===== src/rtl/alu_op_sequencer.sv =====
`timescale 1ns/1ps
// ALU initiator: decodes ALUOp/funct requests, drives the ALU and returns a registered response.
// MULTU is built from 32 shift-and-add passes through the ALU adder.
module alu_op_sequencer #(
  parameter int WIDTH  = 32,
  parameter bit MUL_EN = 1'b1
) (
  input  logic             clk,
  input  logic             reset,
  input  logic             req_valid,
  output logic             req_ready,
  input  logic [1:0]       req_aluop,
  input  logic [5:0]       req_funct,
  input  logic [WIDTH-1:0] req_a,
  input  logic [WIDTH-1:0] req_b,
  input  logic [4:0]       req_shamt,
  output logic [WIDTH-1:0] alu_in1,
  output logic [WIDTH-1:0] alu_in2,
  output logic [3:0]       alu_ctrl,
  input  logic [WIDTH-1:0] alu_out,
  input  logic             alu_zero,
  output logic             rsp_valid,
  input  logic             rsp_ready,
  output logic [WIDTH-1:0] rsp_result,
  output logic             rsp_zero,
  output logic             rsp_illegal
);

  localparam logic [3:0] CTRL_ADD  = 4'b0000;
  localparam logic [3:0] CTRL_SUB  = 4'b0001;
  localparam logic [3:0] CTRL_AND  = 4'b0010;
  localparam logic [3:0] CTRL_OR   = 4'b0011;
  localparam logic [3:0] CTRL_SLL  = 4'b0100;
  localparam logic [3:0] CTRL_SRL  = 4'b0101;
  localparam logic [3:0] CTRL_SLT  = 4'b0110;
  localparam logic [3:0] CTRL_PASS = 4'b1111;

  localparam logic [5:0] FN_ADD   = 6'b100000;
  localparam logic [5:0] FN_SUB   = 6'b100010;
  localparam logic [5:0] FN_AND   = 6'b100100;
  localparam logic [5:0] FN_OR    = 6'b100101;
  localparam logic [5:0] FN_SLT   = 6'b101010;
  localparam logic [5:0] FN_SLL   = 6'b000000;
  localparam logic [5:0] FN_SRL   = 6'b000010;
  localparam logic [5:0] FN_MULTU = 6'b011001;

  localparam logic [4:0] LAST_COUNT = 5'd31;

  typedef enum logic [1:0] {
    ST_IDLE = 2'd0,
    ST_EXEC = 2'd1,
    ST_MUL  = 2'd2,
    ST_RESP = 2'd3
  } state_t;

  state_t state_reg, state_next;

  logic [3:0]       dec_ctrl;
  logic [WIDTH-1:0] dec_in1;
  logic [WIDTH-1:0] dec_in2;
  logic             dec_illegal;
  logic             dec_mul;

  // In MUL, op1_reg is the accumulator and op2_reg the shifting multiplicand.
  logic [3:0]       ctrl_reg;
  logic [WIDTH-1:0] op1_reg;
  logic [WIDTH-1:0] op2_reg;
  logic             illegal_reg;
  logic [WIDTH-1:0] mplier_reg;
  logic [4:0]       count_reg;
  logic [WIDTH-1:0] result_reg;
  logic             zero_reg;
  logic             rsp_illegal_reg;
  logic [WIDTH-1:0] acc_next;

  always_comb begin
    dec_ctrl    = CTRL_PASS;
    dec_in1     = req_a;
    dec_in2     = req_b;
    dec_illegal = 1'b0;
    dec_mul     = 1'b0;
    case (req_aluop)
      2'b00: dec_ctrl = CTRL_ADD;
      2'b01: dec_ctrl = CTRL_SUB;
      2'b11: dec_ctrl = CTRL_PASS;
      default: begin
        case (req_funct)
          FN_ADD: dec_ctrl = CTRL_ADD;
          FN_SUB: dec_ctrl = CTRL_SUB;
          FN_AND: dec_ctrl = CTRL_AND;
          FN_OR:  dec_ctrl = CTRL_OR;
          FN_SLT: dec_ctrl = CTRL_SLT;
          FN_SLL: begin
            // The ALU shifts in2 left by in1.
            dec_ctrl = CTRL_SLL;
            dec_in1  = WIDTH'(req_shamt);
            dec_in2  = req_b;
          end
          FN_SRL: begin
            dec_ctrl = CTRL_SRL;
            dec_in1  = req_b;
            dec_in2  = WIDTH'(req_shamt);
          end
          FN_MULTU: begin
            if (MUL_EN) begin
              dec_ctrl = CTRL_ADD;
              dec_mul  = 1'b1;
            end else begin
              dec_ctrl    = CTRL_PASS;
              dec_illegal = 1'b1;
            end
          end
          default: begin
            dec_ctrl    = CTRL_PASS;
            dec_illegal = 1'b1;
          end
        endcase
      end
    endcase
  end

  assign acc_next = mplier_reg[0] ? alu_out : op1_reg;

  always_ff @(posedge clk) begin
    if (reset) begin
      state_reg <= ST_IDLE;
    end else begin
      state_reg <= state_next;
    end
  end

  always_comb begin
    state_next = state_reg;
    case (state_reg)
      ST_IDLE: begin
        if (req_valid) begin
          state_next = dec_mul ? ST_MUL : ST_EXEC;
        end
      end
      ST_EXEC: state_next = ST_RESP;
      ST_MUL: begin
        if (count_reg == LAST_COUNT) begin
          state_next = ST_RESP;
        end
      end
      ST_RESP: begin
        if (rsp_ready) begin
          state_next = ST_IDLE;
        end
      end
      default: state_next = ST_IDLE;
    endcase
  end

  always_ff @(posedge clk) begin
    if (reset) begin
      ctrl_reg        <= CTRL_PASS;
      op1_reg         <= '0;
      op2_reg         <= '0;
      illegal_reg     <= 1'b0;
      mplier_reg      <= '0;
      count_reg       <= '0;
      result_reg      <= '0;
      zero_reg        <= 1'b0;
      rsp_illegal_reg <= 1'b0;
    end else begin
      case (state_reg)
        ST_IDLE: begin
          if (req_valid) begin
            ctrl_reg    <= dec_ctrl;
            illegal_reg <= dec_illegal;
            count_reg   <= '0;
            if (dec_mul) begin
              op1_reg    <= '0;
              op2_reg    <= req_a;
              mplier_reg <= req_b;
            end else begin
              op1_reg    <= dec_in1;
              op2_reg    <= dec_in2;
              mplier_reg <= '0;
            end
          end
        end
        ST_EXEC: begin
          result_reg      <= alu_out;
          zero_reg        <= alu_zero;
          rsp_illegal_reg <= illegal_reg;
        end
        ST_MUL: begin
          op1_reg    <= acc_next;
          op2_reg    <= op2_reg << 1;
          mplier_reg <= mplier_reg >> 1;
          count_reg  <= count_reg + 5'd1;
          if (count_reg == LAST_COUNT) begin
            result_reg      <= acc_next;
            zero_reg        <= (acc_next == '0);
            rsp_illegal_reg <= 1'b0;
          end
        end
        default: begin
        end
      endcase
    end
  end

  always_comb begin
    req_ready = (state_reg == ST_IDLE);
    rsp_valid = (state_reg == ST_RESP);
    alu_ctrl  = CTRL_PASS;
    alu_in1   = '0;
    alu_in2   = '0;
    case (state_reg)
      ST_EXEC: begin
        alu_ctrl = ctrl_reg;
        alu_in1  = op1_reg;
        alu_in2  = op2_reg;
      end
      ST_MUL: begin
        alu_ctrl = CTRL_ADD;
        alu_in1  = op1_reg;
        alu_in2  = op2_reg;
      end
      default: begin
      end
    endcase
  end

  assign rsp_result  = result_reg;
  assign rsp_zero    = zero_reg;
  assign rsp_illegal = rsp_illegal_reg;

endmodule


===== config.mk =====
export PLATFORM = sky130hd
export DESIGN_NAME = alu_op_sequencer
export DESIGN_NICKNAME = d
export VERILOG_FILES = /design/src/rtl/alu_op_sequencer.sv
export SDC_FILE = /design/constraint.sdc
export NUM_CORES = 1
export LEC_CHECK = 0
export ABC_AREA = 1
export BUFFER_PORTS_ARGS = -buffer_cell sky130_fd_sc_hd__buf_4
export CAP_MARGIN = 30
export CELL_PAD_IN_SITES_DETAIL_PLACEMENT = 1
export CELL_PAD_IN_SITES_GLOBAL_PLACEMENT = 1
export CORE_MARGIN = 1.5
export CORE_UTILIZATION = 30
export DETAILED_ROUTE_END_ITERATION = 16
export PLACE_DENSITY = 0.78
export SYNTH_ARGS = -nofsm -noshare
export SYNTH_HDL_FRONTEND = slang
export SYNTH_SLANG_ARGS = --single-unit

===== constraint.sdc =====
create_clock -name clk -period 1.6 [get_ports clk]
set_clock_uncertainty 0.1 [all_clocks]
set_input_delay 0.24 -clock clk [delete_from_list [all_inputs] [get_ports clk]]
set_output_delay 0.24 -clock clk [all_outputs]
set_load 0.03 [all_outputs]

* Word-level counts from Yosys, hierarchy flattened
Index checks and enable logic that the tools add are counted.
** Storage, ports and cells
- Flip-flop bits (word level) :: 142
- Bits in latches :: 0
- Memory bits (writable) :: 0
- Bits in read-only memories :: 0
- Output and inout port bits :: 104
- Memories kept :: 0
** Operators by class
- $add $sub $neg :: 1
- Multipliers :: 0
- Divide/modulo/power cells :: 0
- $lt $le $gt $ge :: 0
- Equal/unequal tests :: 16
- Shift-type cells :: 0
- Muxes and demuxes :: 36
- Bitwise gates (word level) :: 0
- Reductions and logical operators :: 14
** Operators by type and width (count)
- 32-bit two-way mux :: 13
- 32-bit one-hot mux with 2 select lines :: 5
- 32-bit zero test :: 1
- 6-bit equality test (second input constant) :: 5
- 4-bit one-hot mux with 7 select lines :: 1
- 4-bit one-hot mux with 3 select lines :: 1
- 5-bit one-hot mux with 2 select lines :: 1
- 2-bit two-way mux :: 4
- 2-bit one-hot mux with 4 select lines :: 1
- 4-bit one-hot mux with 2 select lines :: 1
- 8-bit OR reduction :: 1
- 2-bit equality test (second input constant) :: 3
- 6-bit by 2-bit equality test with 1-bit output (second input constant) :: 1
- 6-bit by 5-bit equality test with 1-bit output (second input constant) :: 1
- 6-bit zero test :: 1
- 1-bit two-way mux :: 6
- 2-bit AND reduction :: 3
- 5-bit by 1-bit adder with 5-bit output (second input constant) :: 1
- 5-bit equality test (second input constant) :: 1
- 5-bit two-way mux :: 1
- 2-bit by 1-bit equality test with 1-bit output (second input constant) :: 2
- 2-bit zero test :: 2
- 2-bit != test (second input constant) :: 2
- 1-bit one-hot mux with 2 select lines :: 2
- other kinds (5) :: 7

* Longest topological paths before layout
- Word-level depth :: 6
- Depth in mapped cells :: 11
- Mapped depth without buffers :: 11

* Worst setup path after synthesis
Ideal clock, no wire load.
- Kind :: register to register
- From :: reg state_reg[0]
- To :: reg op1_reg[10]
- Library setup time :: 0.134 ns
- Data arrival time :: 1.789 ns
- Required time :: 1.366 ns
- Slack :: -0.423 ns
- Stages on the path, launching flop included :: 9
- Buffers on the path :: 3
- Path through :: dfxtp_1 -> inv_1 -> ha_1 -> nand2_2 -> o21ai_1 -> buf_4 -> buf_6 -> clkbuf_1 -> a31oi_1
** On the way
- Cells in the longest elaborated chain, start to end :: 3
- Elaborated cells on any way between the ends :: 6
- Classes of those cells :: eq/ne (2); mux (1); reduce/logical (3)
** RTL lines
- from (decl) :: RTL line 56 : state_t state_reg, state_next;
- from (signal assigned) :: RTL line 128 : state_reg <= state_next;
- 2-bit zero test *
- via req_ready :: RTL line 11 : output logic req_ready,
- 2-bit != test (no source line) / 2-bit nonzero test (equally long branches)
- 2-bit AND reduction (no source line)
- to (signal assigned) :: RTL line 178 : op1_reg <= dec_in1;
- to (signal assigned) :: RTL line 190 : op1_reg <= acc_next;
- to (decl) :: RTL line 66 : logic [WIDTH-1:0] op1_reg;
The timed path passes the listed nets; every way through them passes the cells marked *.
A chain may end at the register's enable or synchronous reset.

* Worst setup path in the final report
- From :: reg state_reg[0]
- To :: out alu_in2[7]
** On the way
- Cells in the longest elaborated chain, start to end :: 3
- Elaborated cells on any way between the ends :: 4
- Classes of those cells :: eq/ne (2); mux (1); reduce/logical (1)
** RTL lines
- 2-bit equality test / 2-bit by 1-bit equality test with 1-bit output (equally long branches) :: RTL line 212 : case (state_reg)
- 2-bit OR reduction (no source line) *
- 32-bit two-way mux * :: RTL line 212
- to (decl) :: RTL line 18 : output logic [WIDTH-1:0] alu_in2,
Every way passes the cells marked *; elsewhere a longest branch is shown, timed or not.

==> metrics.md <==
| Metric | Value |
|---|---|
| Status | complete, but fails checks |
| Failing checks | negative hold slack, negative setup slack |
| CP top delay family | buffers and inverters |
| Compound-Gate Fraction of Synth Area | about a quarter |
| Synth cell types | 31 |
| Nets | roughly 1,900 |
| GP Congestion | about 0.86 |
| DR vias/cell | approximately 6.2 |
| Critical-path cell list | inv_2 > buf_6 > ha_4 > buf_6 > buf_12 > nand2_4 > inv_4 > buf_6 |
| TritonCTS clock tree | built |
| Clock Pin Slew Worst Setup and Hold Paths | ~0.08 ns |
| Die span in x | 170 um |
| Setup WS post-layout | -0.705 ns |
| Max clock buf depth | 2 |
| Slew at the pin closest to its max-slew limit | 0.490 ns |
| Worst skew pair latency | about 0.46 ns |
| Synth Area in XOR/XNOR | 0% |
| Fillcell total | roughly 3,100 |
| Leading area contributor after synthesis | dfxtp_1 |
| Max Freq | ~430 MHz |
| Reg2reg start | state_reg[0] |
| Max cap viols | 0 |
| DR iter-0 viols | 1,357 |
| WL final | roughly 64 mm |
| Row cnt | 60 |
| Synthesis-to-layout area growth | 98.8% |
| Largest net degree at the start of global routing | 60 |
| FFs w/ async S/R, synth | 0% |
| Initial antenna violation count | 0 |
| DP Worst Slack | -0.198 ns |
| Gr ovfl total | 0 |
| Post-detail-place hpwl | between 20 and 30 mm |
| Synthesized flop and latch total | 142 |
| Synth Instances | around 1,300 |
| Ys flop type | dfxtp_1 |
| LEAKAGE | 0.00751 uW |
| DR pass1 iterations | 5 |
| Max FO, Critical Path | 8 |
| Synth Area in Simple Gates | about 30% |
| First-pass GRT wire length | approximately 75 mm |
| Final Hold Fails | 3 |
| EDFF count, synth | 0 |
| Seq/Total Area, Yosys | about 34% |
| Synth top cells by count | nand2_1, a21oi_1, dfxtp_1, o21ai_0, inv_1 |
| Die height | approximately 170 um |
| Avg Inst Size Synth | roughly 6.2 sq um |
| Yosys warnings | 0 |
| Crit. End Element | output port |
| Largest family of logic cells by synthesized area | simple AND/OR/NAND/NOR gates |
| Crit-path max cell delay | roughly 0.36 ns |
| Final setup violating endpoints | about 210 |
| Worst Setup SP | state_reg[0] |
| I/O Buffers | approximately 220 |
| CTS Buf Count | 17 |
| CP arrival | between 1.5 and 2 ns |
| CTS Root Buffer Type | clkbuf_16 |
| Starting density of the core | between 30% and 40% |
| Pins Over Slew Limit | 0 |
| Slew headroom | roughly 67% |
| RSZ-0062 raised after global routing | true |
| Mux contribution to synthesized area | 0.361% |
| # IOs | between 200 and 250 |
| Synthesized area | 8330 sq um |
| Cell Pwr Density | ~2200 nW/um^2 |
| Most frequent CP cell | buf_6 |
| Design Area, Final | roughly 17,000 sq um |
| Worst min path class | in2reg |
| Post-Place Cell Area | between 10,000 and 15,000 sq um |
| VDD IR max | between 0.001 and 0.0015 V |
| Worst path slowest cell | dfxtp_2 |
| Die ar. | 28,800 sq um |
| Inserted Diodes | 0 |
| Synth top area cells | dfxtp_1, nand2_1, a21oi_1 |
| Via Count | approximately 13,000 |
| Fin Hold WS | -0.0162 ns |
| Syn Nets | roughly 1,500 |
| CP Buf/Inv Count | 6 |
| Share of layout cells above drive strength 1 | 51.9% |
| Req. time, crit path | between 1 and 1.5 ns |
| Post-synth top area share | 34.1% |
| Share of the clock period used by the worst path | 144% |
| Worst setup SP type | register |
| Fin crit period | 2.31 ns |
| Most common cell in the netlist | nand2_1 |
| Number of global-route vias before repair | approximately 12,000 |
| Worst Min Path Start | alu_out[15] |
| Adder-cell area share of the yosys netlist | less than 1% |
| Clock sink count | between 100 and 150 |
| WL per Instance | a little over 30 um |
| GRT Overall Usage | 34.2% |
| H-Tree Depth | 4 |
| Antenna Nets Post-Route | 0 |
| DRC Markers | 0 |
| CORE AREA | between 20,000 and 30,000 sq um |
| Worst setup path class | reg2out |
==> worst register-to-register path: stages, from the launching register on <==
cell	delay, ns
dfxtp_2	0.34
inv_2	0.06
buf_4	0.12
ha_4	0.16
clkinv_4	0.09
o21ai_4	0.30
buf_6	0.15
buf_6	0.09
buf_12	0.14
buf_12	0.14
o21ai_2	0.11
a31oi_2	0.37
==> logic make-up after synthesis <==
group	after synthesis
adders and majority gates	6
AOI/OAI and AO/OA	380
DFF	142
buffers and inverters	238
and+or+nand+nor	579
muxes	3
==> routing by layer <==
layer,share of wire [%],vias to the layer above,GRT usage [%]
met3,11,435,6.97
met2,46,1143,57.9
li1,-,5199,-
met4,8.4,0,19.0
met1,35,6350,40.4
met5,0,-,0
==> cell usage in the layout (no fill, tap or decap), drive strengths merged, types with 29 or more instances in the layout <==
master and instances:
inv 135, o21ai 145, nand3 115, dfxtp 142, nor2 71, buf 420, dlygate4sd3 29, clkbuf 30
a21oi 201, or2 31, nand2 341
==> where the power goes <==
group	switching (uW)	leakage (uW)	internal, uW	total, uW
sequential	1630	0.00117	4760	6390
combinational	13800	0.00604	10800	24700
clock	1920	0.000295	2630	4550
==> area by class of cell <==
| cell class | count | area (sq um) | share of cell area [%] |
|---|---|---|---|
| clock buffers | 19 | 443 | 2.68 |
| clock inverters | 11 | 168 | 1.01 |
| inverters | 137 | 562 | 3.39 |
| multi-input cells | 968 | 6660 | 40.2 |
| flip-flops and latches | 142 | 2850 | 17.2 |
| well taps | 372 | 465 | 2.81 |
| repair buffers | 463 | 5380 | 32.5 |
| repair inverters | 1 | 30.0 | 0.181 |
==> stage by stage <==
step	power, uW	cells	TNS, ns	util [%]	hold slack (ns)
after floorplan	12500	1348	-0.100	-	0.279
after global placement	17000	1947	-9.34	41.3	0.356
after detailed placement	17300	1947	-18.86	41.3	0.362
after CTS	28600	2086	-56.46	54.2	0.00000333
after global routing	36200	2113	-103.68	61.1	-0.0174
final	35600	2113	-100.84	61.1	-0.0162
==> final timing paths <==
check	cells past startpoint	slack [ns]	end
setup / recovery	8	-0.71	alu_in2[7]
hold / removal	3	-0.02	rsp_result[15]
setup reg to reg	11	-0.70	op1_reg[13]
hold reg to reg	2	0.41	illegal_reg
==> repair_timing <==
item                                   CTS  global route
pin swaps                               72            83
resized for setup                      396           392
endpoints found under the hold margin   27             2
hold buffers                            27             2
gates cloned                            33            13
setup buffers                           50            31
setup endpoints to repair              210           212
(Power assumes the default switching activity.)
